==> config.mk <==
export PLATFORM = sky130hd
export DESIGN_NAME = lif_spike_logger
export DESIGN_NICKNAME = d
export VERILOG_FILES = /design/src/rtl/lif_spike_logger_pkg.sv /design/src/rtl/lif_spike_logger_fifo.sv /design/src/rtl/lif_spike_logger.sv
export SDC_FILE = /design/constraint.sdc
export NUM_CORES = 1
export LEC_CHECK = 0
export ABC_CLOCK_PERIOD_IN_PS = 2600
export CORE_UTILIZATION = 50
export CTS_CLUSTER_SIZE = 16
export DETAILED_ROUTE_END_ITERATION = 6
export GPL_TIMING_DRIVEN = 1
export PLACE_DENSITY = 0.8
export SLEW_MARGIN = 20
export SYNTH_ARGS = -nofsm -noshare
export SYNTH_HDL_FRONTEND = slang
export SYNTH_HIERARCHICAL = 1
export SYNTH_SLANG_ARGS = --single-unit
export TNS_END_PERCENT = 50
==> constraint.sdc <==
create_clock -name clk -period 2.6 [get_ports clk]
set_clock_uncertainty 0.1 [all_clocks]
set_input_delay 0.65 -clock clk [delete_from_list [all_inputs] [get_ports clk]]
set_output_delay 0.65 -clock clk [all_outputs]
set_load 0.02 [all_outputs]
==> src/rtl/lif_spike_logger_pkg.sv <==
// -----------------------------------------------------------------------------
// lif_spike_logger_pkg
// Defaults shared by the spike logger and the LIF neuron top:
//   LIF_TS_WIDTH          default timestamp / FIFO entry width
//   LIF_CNT_WIDTH         default saturating spike counter width
//   LIF_SPIKE_FIFO_DEPTH  number of buffered timestamps
// Also defines the FIFO operation encoding and a saturating-increment helper.
// -----------------------------------------------------------------------------
package lif_spike_logger_pkg;

  localparam int LIF_TS_WIDTH         = 8;
  localparam int LIF_CNT_WIDTH        = 8;
  localparam int LIF_SPIKE_FIFO_DEPTH = 4;

  // {push, pop} as seen by the FIFO after qualification
  typedef enum logic [1:0] {
    FIFO_OP_IDLE = 2'b00,
    FIFO_OP_POP  = 2'b01,
    FIFO_OP_PUSH = 2'b10,
    FIFO_OP_BOTH = 2'b11
  } fifo_op_e;

  // Returns 1 when a counter value is all ones (its saturation point).
  function automatic logic is_all_ones(input logic [31:0] value, input int width);
    logic [31:0] mask;
    mask = (width >= 32) ? 32'hFFFF_FFFF : ((32'd1 << width) - 32'd1);
    return (value & mask) == mask;
  endfunction

endpackage

==> src/rtl/lif_spike_logger_fifo.sv <==
// -----------------------------------------------------------------------------
// lif_spike_logger_fifo
// Synchronous first-word-fall-through FIFO holding spike timestamps.
// Ports:
//   clk, rst_n (sync, active-low), clr (sync soft clear)
//   push / wdata : write request and data
//   pop          : consumer takes rdata this cycle
//   rdata        : oldest entry, 0 while empty
//   level        : occupied entries 0..DEPTH
//   full, empty  : status flags
// A push while full is only honoured together with a pop; a pop while empty is
// ignored, so the caller cannot corrupt the pointers.
// -----------------------------------------------------------------------------
module lif_spike_logger_fifo
  import lif_spike_logger_pkg::*;
#(
  parameter int W     = LIF_TS_WIDTH,
  parameter int DEPTH = LIF_SPIKE_FIFO_DEPTH
) (
  input  logic                       clk,
  input  logic                       rst_n,
  input  logic                       clr,
  input  logic                       push,
  input  logic [W-1:0]               wdata,
  input  logic                       pop,
  output logic [W-1:0]               rdata,
  output logic [$clog2(DEPTH):0]     level,
  output logic                       full,
  output logic                       empty
);

  localparam int AW = $clog2(DEPTH);
  localparam int LW = AW + 1;

  logic [W-1:0]  r_mem [DEPTH];
  logic [AW-1:0] r_wr_ptr;
  logic [AW-1:0] r_rd_ptr;
  logic [LW-1:0] r_level;

  logic     w_push_ok;
  logic     w_pop_ok;
  fifo_op_e w_op;

  assign full  = (r_level == LW'(DEPTH));
  assign empty = (r_level == '0);

  assign w_pop_ok  = pop & ~empty & rst_n & ~clr;
  assign w_push_ok = push & (~full | w_pop_ok) & rst_n & ~clr;
  assign w_op      = fifo_op_e'({w_push_ok, w_pop_ok});

  // Storage carries no reset; emptiness is tracked by r_level alone.
  always_ff @(posedge clk) begin
    if (w_push_ok) begin
      r_mem[r_wr_ptr] <= wdata;
    end
  end

  always_ff @(posedge clk) begin
    if (!rst_n || clr) begin
      r_wr_ptr <= '0;
      r_rd_ptr <= '0;
      r_level  <= '0;
    end else begin
      case (w_op)
        FIFO_OP_PUSH: begin
          r_wr_ptr <= r_wr_ptr + AW'(1);
          r_level  <= r_level + LW'(1);
        end
        FIFO_OP_POP: begin
          r_rd_ptr <= r_rd_ptr + AW'(1);
          r_level  <= r_level - LW'(1);
        end
        FIFO_OP_BOTH: begin
          r_wr_ptr <= r_wr_ptr + AW'(1);
          r_rd_ptr <= r_rd_ptr + AW'(1);
        end
        default: ;
      endcase
    end
  end

  assign rdata = empty ? '0 : r_mem[r_rd_ptr];
  assign level = r_level;

endmodule

==> src/rtl/lif_spike_logger.sv <==
// -----------------------------------------------------------------------------
// lif_spike_logger
// Timestamps spike pulses from the LIF neuron and buffers them for the host.
// Ports:
//   clk, rst_n      clock, synchronous active-low reset
//   en              logging enable (gates timestamp advance and capture)
//   clr             synchronous soft clear of all state
//   spike_in        one-cycle spike pulse (every high cycle is a spike)
//   rd_ready        consumer accepts rd_data this cycle
//   rd_valid        FIFO non-empty
//   rd_data         oldest buffered timestamp (first-word-fall-through)
//   fifo_level      occupied entries, 0..DEPTH
//   overflow        sticky: a spike was dropped because the FIFO was full
//   spike_count     saturating count of captured spikes (dropped ones too)
// -----------------------------------------------------------------------------
module lif_spike_logger
  import lif_spike_logger_pkg::*;
#(
  parameter int TS_WIDTH  = LIF_TS_WIDTH,
  parameter int DEPTH     = LIF_SPIKE_FIFO_DEPTH,
  parameter int CNT_WIDTH = LIF_CNT_WIDTH
) (
  input  logic                       clk,
  input  logic                       rst_n,
  input  logic                       en,
  input  logic                       clr,
  input  logic                       spike_in,
  input  logic                       rd_ready,
  output logic                       rd_valid,
  output logic [TS_WIDTH-1:0]        rd_data,
  output logic [$clog2(DEPTH):0]     fifo_level,
  output logic                       overflow,
  output logic [CNT_WIDTH-1:0]       spike_count
);

  logic [TS_WIDTH-1:0]  r_ts;
  logic                 r_overflow;
  logic [CNT_WIDTH-1:0] r_spike_count;

  logic w_capture;
  logic w_pop;
  logic w_push;
  logic w_drop;
  logic w_full;
  logic w_empty;

  // clr wins over a same-cycle spike or pop
  assign w_capture = en & spike_in & ~clr;
  assign w_pop     = ~w_empty & rd_ready & ~clr;
  // A full FIFO still accepts the spike when the head leaves in the same cycle
  assign w_push    = w_capture & (~w_full | w_pop);
  assign w_drop    = w_capture & w_full & ~w_pop;

  lif_spike_logger_fifo #(
    .W     (TS_WIDTH),
    .DEPTH (DEPTH)
  ) u_fifo (
    .clk   (clk),
    .rst_n (rst_n),
    .clr   (clr),
    .push  (w_push),
    .wdata (r_ts),
    .pop   (w_pop),
    .rdata (rd_data),
    .level (fifo_level),
    .full  (w_full),
    .empty (w_empty)
  );

  always_ff @(posedge clk) begin
    if (!rst_n || clr) begin
      r_ts          <= '0;
      r_overflow    <= 1'b0;
      r_spike_count <= '0;
    end else begin
      if (en) begin
        r_ts <= r_ts + TS_WIDTH'(1);
      end
      if (w_drop) begin
        r_overflow <= 1'b1;
      end
      if (w_capture && !is_all_ones(32'(r_spike_count), CNT_WIDTH)) begin
        r_spike_count <= r_spike_count + CNT_WIDTH'(1);
      end
    end
  end

  assign rd_valid    = ~w_empty;
  assign overflow    = r_overflow;
  assign spike_count = r_spike_count;

endmodule

; Word level (Yosys, flattened, before mapping)
; Memories as Yosys holds them, arrays and structs flattened. A register that Yosys moved wholly into a read port is not among the register bits.
; Cells that the tools add are included.
[classes]
addsub = 6
n_eq_ne = 5
muxes = 6
bitwise = 19
n_reduce_logical = 8
[op_table]
columns = cell, count
row1 = $add 8x1->8 const B, 2
row2 = $and 1x1->1, 13
row3 = $eq 8x8->1 const B, 1
row4 = $mux 8, 1
row5 = $pmux 3 s2, 1
row6 = $add 2x1->2 const B, 2
row7 = $eq 2x2->1 const B, 2
row8 = $mux 2, 2
row9 = $not 1->1, 4
row10 = $reduce_or 2->1, 2
row11 = $add 3x1->3 const B, 1
row12 = $eq 3x3->1 const B, 1
row13 = $logic_not 3->1, 1
row14 = $sub 3x1->3 const B, 1
row15 = $eq 2x1->1 const B, 1
row16 = $logic_not 1->1, 2
row17 = $mux 1, 2
row18 = $or 1x1->1, 2
row19 = $reduce_bool 2->1, 1
row20 = $logic_and 1x1->1, 1
row21 = $logic_or 1x1->1, 1
[totals]
register_bits = 24
ram_bits = 32
inputBits = 6
output_inout_bits = 21
wordCells = 51
mem_count = 1
[mem_list]
columns = name, words, width, read_ports, rd_clocked_by_memory_dff, write_ports, line
row1 = u_fifo.r_mem, 4, 8, 1, 1, 1, lif_spike_logger_fifo.sv:35  ; logic [W-1:0] r_mem [DEPTH];

; Longest topological paths before layout
; Gate-level depths: netlist of the first run.
[depth]
ltp_word = 15
depth_mapped = 15
depth_no_buf = 14

; By module
; Netlist of the first run, hierarchy kept.
[by_module_without_submodules]
columns = module, n_inst, cells_each, area_each_um2, seq_area_each_um2
row1 = lif_spike_logger_fifo, 1, 110, 1737.9, 1141.1
row2 = lif_spike_logger, 1, 93, 807.0, 340.3

; Least setup slack after synthesis of the first run
; Ideal clock, no wire load.
[synth_timing]
kind = register to register
startpoint = register u_fifo.r_level[0], in the netlist u_fifo/level[0]
endpoint = register u_fifo.r_level[2], in the netlist u_fifo/level[2]
setup_ns = 0.070
t_arrival_ns = 2.837
t_required_ns = 2.430
setup_slack_ns = -0.407
path_stages_with_launch = 15
path_buffers = 1
synth_period_minus_slack_ns = 3.007
cell_sequence = dfxtp_1 nor3_1 buf_2 inv_1 nand2_1 nor2_1 o31ai_1 or2_2 inv_1 ha_1 inv_1 fa_1 xor2_1 or3_1 a21oi_1
[synth_between]
elab_chain_cells = 13
elab_cells_between_ends = 21
classes_between = add/sub (2) / eq/ne (3) / mux (1) / bitwise (13) / reduce/logical (2)
[synth_lines]
columns = item, line
row1 = from (decl), lif_spike_logger_fifo.sv:38  ; logic [LW-1:0] r_level;
row2 = from (signal assigned), lif_spike_logger_fifo.sv:67  ; r_level <= r_level + LW'(1);
row3 = from (signal assigned), lif_spike_logger_fifo.sv:71  ; r_level <= r_level - LW'(1);
row4 = $logic_not 3->1 *, lif_spike_logger_fifo.sv:45  ; assign empty = (r_level == '0);
row5 = named net w_empty, lif_spike_logger.sv:45  ; logic w_empty;
row6 = $not 1->1 *, -
row7 = named net rd_valid, lif_spike_logger.sv:29  ; output logic rd_valid,
row8 = $and 1x1->1 * (2 in series), lif_spike_logger.sv:49  ; assign w_pop = ~w_empty & rd_ready & ~clr;
row9 = named net w_pop, lif_spike_logger.sv:41  ; logic w_pop;
row10 = $and 1x1->1 (3 in series), lif_spike_logger_fifo.sv:47  ; assign w_pop_ok = pop & ~empty & rst_n & ~clr;
row11 = $or 1x1->1, lif_spike_logger_fifo.sv:48  ; assign w_push_ok = push & (~full | w_pop_ok) & rst_n & ~clr;
row12 = $and 1x1->1 (3 in series), lif_spike_logger_fifo.sv:48
row13 = $eq 2x1->1 / $eq 2x2->1 (equally long branches), lif_spike_logger_fifo.sv:64  ; case (w_op)
row14 = $pmux 3 s2 / $reduce_bool 2->1 (equally long branches), -
; Mark *: on every way through the listed nets, which the timed path passes. The rest lies on a longest branch.
; A chain may end at the register's enable or synchronous reset.

==> flow_summary.ini, run 1 <==
[pwr]
peakVddDrop_mv = 0.2463
fin_total_pwr_w = 0.001911
power.leakage_nw = 1.221
power_density_mw_per_mm2 = 572.2

[logic_synthesis]
yosys.area.top_type = edfxtp_1
netlist-cell-type-count = 41
synth_area_mm2 = 0.002545
synth_ff_type = edfxtp_1
synth_edf_count = 32
synthCells = 203
ys_seq_area_share_pct = 58.21
synth_warnings = 6
synth_seq_cells = 58
synthTopCellsByArea = edfxtp_1 (38%), dfxtp_1 (20%), mux4_2 (7.1%), ha_1 (4.4%), nor2_1 (3.2%)
synth_top_area_share_pct = 37.76
synthArstFlopShare_pct = 0
synth_fp_nets = 219
synth.avg_cell_area_um2 = 12.54

[floorplan]
die_w_um = 73.35
die_area_mm2 = 0.005379
die_h_um = 73.35
fp-row-count = 25
start_util_pct = 52.83
core_mm2 = 0.004817
io_pins = 27

[global_routing]
grt_pass1_vias = 1518
grt_pass1_wl_um = 7072
overflow = 0
antenna_found_initial = 0
track_usage_pct = 18.25
grt_max_degree = 12

[worst_setup_path]
endpoint_kind = output port
start_kind = register
rrSetupSlack_ns = 0.12
critical_path_class = register to output port
cp.arrival_ns = 1.76
required_ns = 1.85
cp_max_fo = 8

[timing]
fin_crit_sh_pct = 96.64
relSlewSlack_pct = 71.66
worstMarginPinSlew_ns = 0.4250
hold_violations = 0
timing.hold.ws_ns = 0.3888
setup_tns_ns = 0
drv_slew = 0
post-route-min-period_ns = 2.513
fmax_ghz = 0.3980
setup_viol = 0

[cells_and_area]
final_cell_mix = edfxtp_1 (32), dfxtp_1 (23), nor2_1 (21)
multi_input_area_mm2 = 0.001016
seqCellArea_mm2 = 0.001493
antenna_cells = 0
final_common_cell = edfxtp_1
nFillCells = 366
fin_area_mm2 = 0.003339
drive_above_1_share_pct = 24.81
instances_no_fill = 329
area_growth_pct = 31.22
layout.nets = 273

[run]
max-cap-violations = 0

[placement]
hpwl_um = 3035
portBuffers = 26
routabilityCongestion = 0.7895
dp_cells = 312
place_area_mm2 = 0.003114

[cts]
cts_root_buf = clkbuf_8
clockBufferDepth = 2
htreeDepth = 3
clk_pin_slew_ns = 0.06
tritoncts = done
cts_buffers = 9
clk-insertion-delay-late_ns = 0.33
cts.sinks = 58

[route]
drc = 0
via_per_inst = 5.173
wl_um = 4397
drt_iter0_drc = 60
firstDrtPassIters = 4
via_count = 1702
wl_per_cell_um = 13.36
ant_nets = 0

[outcome]
status = finished, final reports clean

[hold_path]
hp-class = register to register
-- final timing paths --
| kind | startpoint | endpoint | cells past startpoint |
|---|---|---|---|
| max | register | rd_data[2] | 4 |
| min | overflow | overflow | 2 |
| max reg2reg | u_fifo/level[1] | u_fifo/level[2] | 16 |
| min reg2reg | overflow | overflow | 2 |
-- registers in the layout, summed over array words and instances (netlist names), named ones only --
name,count
u_fifo/r_rd_ptr,2
overflow,1
u_fifo/r_wr_ptr,2
spike_count,8
u_fifo/level,3
u_fifo/r_mem,32
r_ts,8
-- logic make-up after synthesis --
group / synth area share (%)
compound gates: 7.080
xor+xnor: 3.786
fa+ha+maj: 5.212
buf+inv: 3.146
flops: 58.21
mux: 7.473
simple gates: 15.09
-- stage by stage --
step,worst slack (ns),utilization (%)
floorplan,0.03055,-
global placement,-0.4133,64.65
detailed placement,-0.4951,64.65
CTS,0.02166,68.96
global route,-0.01754,69.32
finish,0.08734,69.32
-- power breakdown --
part           switching [W]  internal [W]  leakage [nW]
combinational      0.0000244     0.0000232         0.587
sequential        0.00000369      0.000959         0.531
clock               0.000338      0.000562         0.103
-- area by class of cell --
type | count | area share [%]
Clock buffer | 11 | 4.234
Clock inverter | 5 | 2.360
Inverter | 11 | 1.386
Multi-Input combinational cell | 127 | 30.42
Sequential cell | 58 | 44.70
Tap cell | 67 | 2.510
Timing Repair Buffer | 50 | 14.39
-- layer usage --
metal | global-route usage (%) | vias to the layer above | part of all wire [%]
met5 | 0 | - | 0
met4 | 7.906 | 0 | 1.3
met3 | 6.173 | 8 | 4.7
met2 | 30.25 | 46 | 50
met1 | 21.68 | 803 | 44
li1 | - | 845 | -
-- Yosys cell counts (2+ instances only) --
cell type,number
nand4_1,3
nor2b_1,8
xnor2_1,4
buf_2,3
dfxtp_1,26
xor2_1,7
or3_1,4
mux4_2,8
edfxtp_1,32
clkbuf_1,2
and2_1,4
nand2_1,9
nand3_1,7
o21ai_0,5
ha_1,9
a31oi_1,2
nor3_1,5
a21oi_1,10
nand2b_1,2
inv_1,11
nor2_1,22
-- critical path, cell delays in order (launching register included) --
cell,delay (ns)
dfxtp_1,0.35
buf_12,0.15
mux4_2,0.49
nor2b_1,0.14
dlygate4sd2_1,0.31
-- timing repair --
item                       in CTS  in global routing
setup endpoints to repair      10                  1
hold buffers                    0                  0
buffers inserted                0                  1
resized for setup              10                  3
pin swaps                       0                  1
No activity file was read; power rests on OpenSTA's default activity.
==> run 2, diff against run 1 <==
--- a/config.mk
+++ b/config.mk
@@ -5,12 +5,14 @@
 export SDC_FILE = /design/constraint.sdc
 export NUM_CORES = 1
 export LEC_CHECK = 0
+export ABC_AREA = 0
 export ABC_CLOCK_PERIOD_IN_PS = 2600
 export CORE_UTILIZATION = 50
 export CTS_CLUSTER_SIZE = 16
 export DETAILED_ROUTE_END_ITERATION = 6
 export GPL_TIMING_DRIVEN = 1
 export PLACE_DENSITY = 0.8
+export SETUP_SLACK_MARGIN = 0.5
 export SLEW_MARGIN = 20
 export SYNTH_ARGS = -nofsm -noshare
 export SYNTH_HDL_FRONTEND = slang
==> run 2 against run 1 <==
Compared with the run above: total power shrank 3.4%; die area is the same; count of clock-buffer cells in the layout down 2; wire length up 10%; clock power decreased by 8.2%; first-iteration DRC count is 1.7% lower; via count grew 3.7%; non-clock buffer count up 6; global-route usage is 1.2 points higher; utilization grew 1.9 points; critical path depth rose by 9.
==> flow_summary.ini, run 2 (synthesis gave the netlist of run 1 again) <==
[global_routing]
grt_pass1_wl_um = 7672
grt_pass1_vias = 1717
grt_max_degree = 13
antenna_found_initial = 0
overflow = 0
track_usage_pct = 19.48

[worst_setup_path]
critPathSlowestCell = or3_1
path_cells = clkdlybuf4s15_2 -> nand2_4 -> nor2_4 -> buf_4 -> inv_2 -> a211oi_4 -> inv_2 -> ha_4 -> buf_4 -> buf_4 -> xor2_1 -> or3_1 -> a21oi_1
critical_path_class = input pin to register
cpPeakStageDelay_ns = 0.31
required_ns = 2.76
path_buf_inv = 6
cp_max_fo = 3
start_kind = input pin
endpoint_kind = register
cpLargestDelayFamily = buffers and inverters
cp.arrival_ns = 2.52
cpMostUsedCell = buf_4

[cts]
hold_buffers = 0
clk_pin_slew_ns = 0.07
cts_root_buf = clkbuf_8
cts.sinks = 58
clk-insertion-delay-late_ns = 0.33
cts_buffers = 9
clockBufferDepth = 2
tritoncts = done
htreeDepth = 3

[route]
via_count = 1765
wl_um = 4858
drc = 0
firstDrtPassIters = 5
wl_met3_um = 228
top_layer = met4
wl_met1_um = 2085
wl_met2_um = 2453
drt_iter0_drc = 59
via_per_inst = 5.269
wl_per_cell_um = 14.50
ant_nets = 0

[timing]
worstMarginPinSlew_ns = 0.4490
fmax_ghz = 0.4231
rsz0062_at_grt = true
relSlewSlack_pct = 70.07
fin_crit_sh_pct = 90.90
setup_ws_ns = 0.2366
setup_viol = 0
post-route-min-period_ns = 2.363
hold_violations = 0
timing.hold.ws_ns = 0.4038
drv_slew = 0

[cells_and_area]
seqCellArea_mm2 = 0.001495
drive_above_1_share_pct = 36.19
utilization_pct = 71.25
antenna_cells = 0
nFillCells = 348
final_common_cell = edfxtp_1
multi_input_area_mm2 = 0.001096
top_register = u_fifo/r_mem
layout.nets = 279
final_cell_mix = edfxtp_1 (32), buf_4 (25), dfxtp_1 (21)
largest_reg_flops = 32
fin_area_mm2 = 0.003432
area_growth_pct = 34.86

[placement]
place_area_mm2 = 0.003083
pre_cts_slack_ns = -0.4262
portBuffers = 26
routabilityCongestion = 0.7178
hpwl_um = 3080

[hold_path]
hp-class = register to register

[pwr]
power.leakage_nw = 1.276
peakVddDrop_mv = 0.4240
fin_total_pwr_w = 0.001847
power_density_mw_per_mm2 = 538.1

[floorplan]
die_h_um = 73.35
start_util_pct = 52.83
core_mm2 = 0.004817
die_area_mm2 = 0.005379
die_w_um = 73.35
fp-row-count = 25
io_pins = 27

[run]
max-cap-violations = 0

[outcome]
status = finished, final reports clean
[run 2: worst paths after layout]
path	start	endpoint	slack, ns	cells past startpoint
setup / recovery	rd_ready	u_fifo/level[2]	0.24	13
hold / removal	u_fifo/r_wr_ptr[1]	u_fifo/r_wr_ptr[1]	0.40	2
setup reg to reg	u_fifo/level[0]	u_fifo/level[2]	0.24	14
hold reg to reg	u_fifo/r_wr_ptr[1]	u_fifo/r_wr_ptr[1]	0.40	2
[run 2: layer usage]
| metal | vias up | global-route usage, % |
|---|---|---|
| met5 | - | 0 |
| met4 | 0 | 9.402 |
| met3 | 12 | 6.996 |
| met2 | 50 | 33.23 |
| met1 | 851 | 21.66 |
| li1 | 852 | - |
[run 2: power breakdown]
group          internal, W  total (W)  switching, W  leakage (nW)
clock network     0.000448   0.000827      0.000379        0.0885
logic            0.0000289  0.0000573     0.0000283         0.655
registers         0.000958   0.000962    0.00000378         0.532
[run 2: worst min-delay path, delay by kind of cell (launching register included)]
family             cells  cell delay (ns)
AOI/OAI and AO/OA      1             0.05
and+or+nand+nor        1             0.07
DFF                    1             0.34
[run 2: repair_timing]
item,in CTS,in global routing
setup buffers,9,3
gates resized for setup,52,20
endpoints found under the setup margin,55,27
pin swaps,6,3
[run 2: final cells by class]
| type | instances | area share (%) |
|---|---|---|
| multi-input combinational | 127 | 31.94 |
| clock buffer | 9 | 3.609 |
| tap | 67 | 2.443 |
| inverter | 11 | 1.422 |
| sequential | 58 | 43.57 |
| clock inverter | 7 | 2.260 |
| timing repair buffer | 56 | 14.76 |
[run 2: metrics by stage]
step	instances	TNS, ns
2_1_floorplan	203	0
3_3_place_gp	307	-3.415
3_5_place_dp	307	-4.055
4_1_cts	332	0
5_1_grt	335	0
6_report	335	0
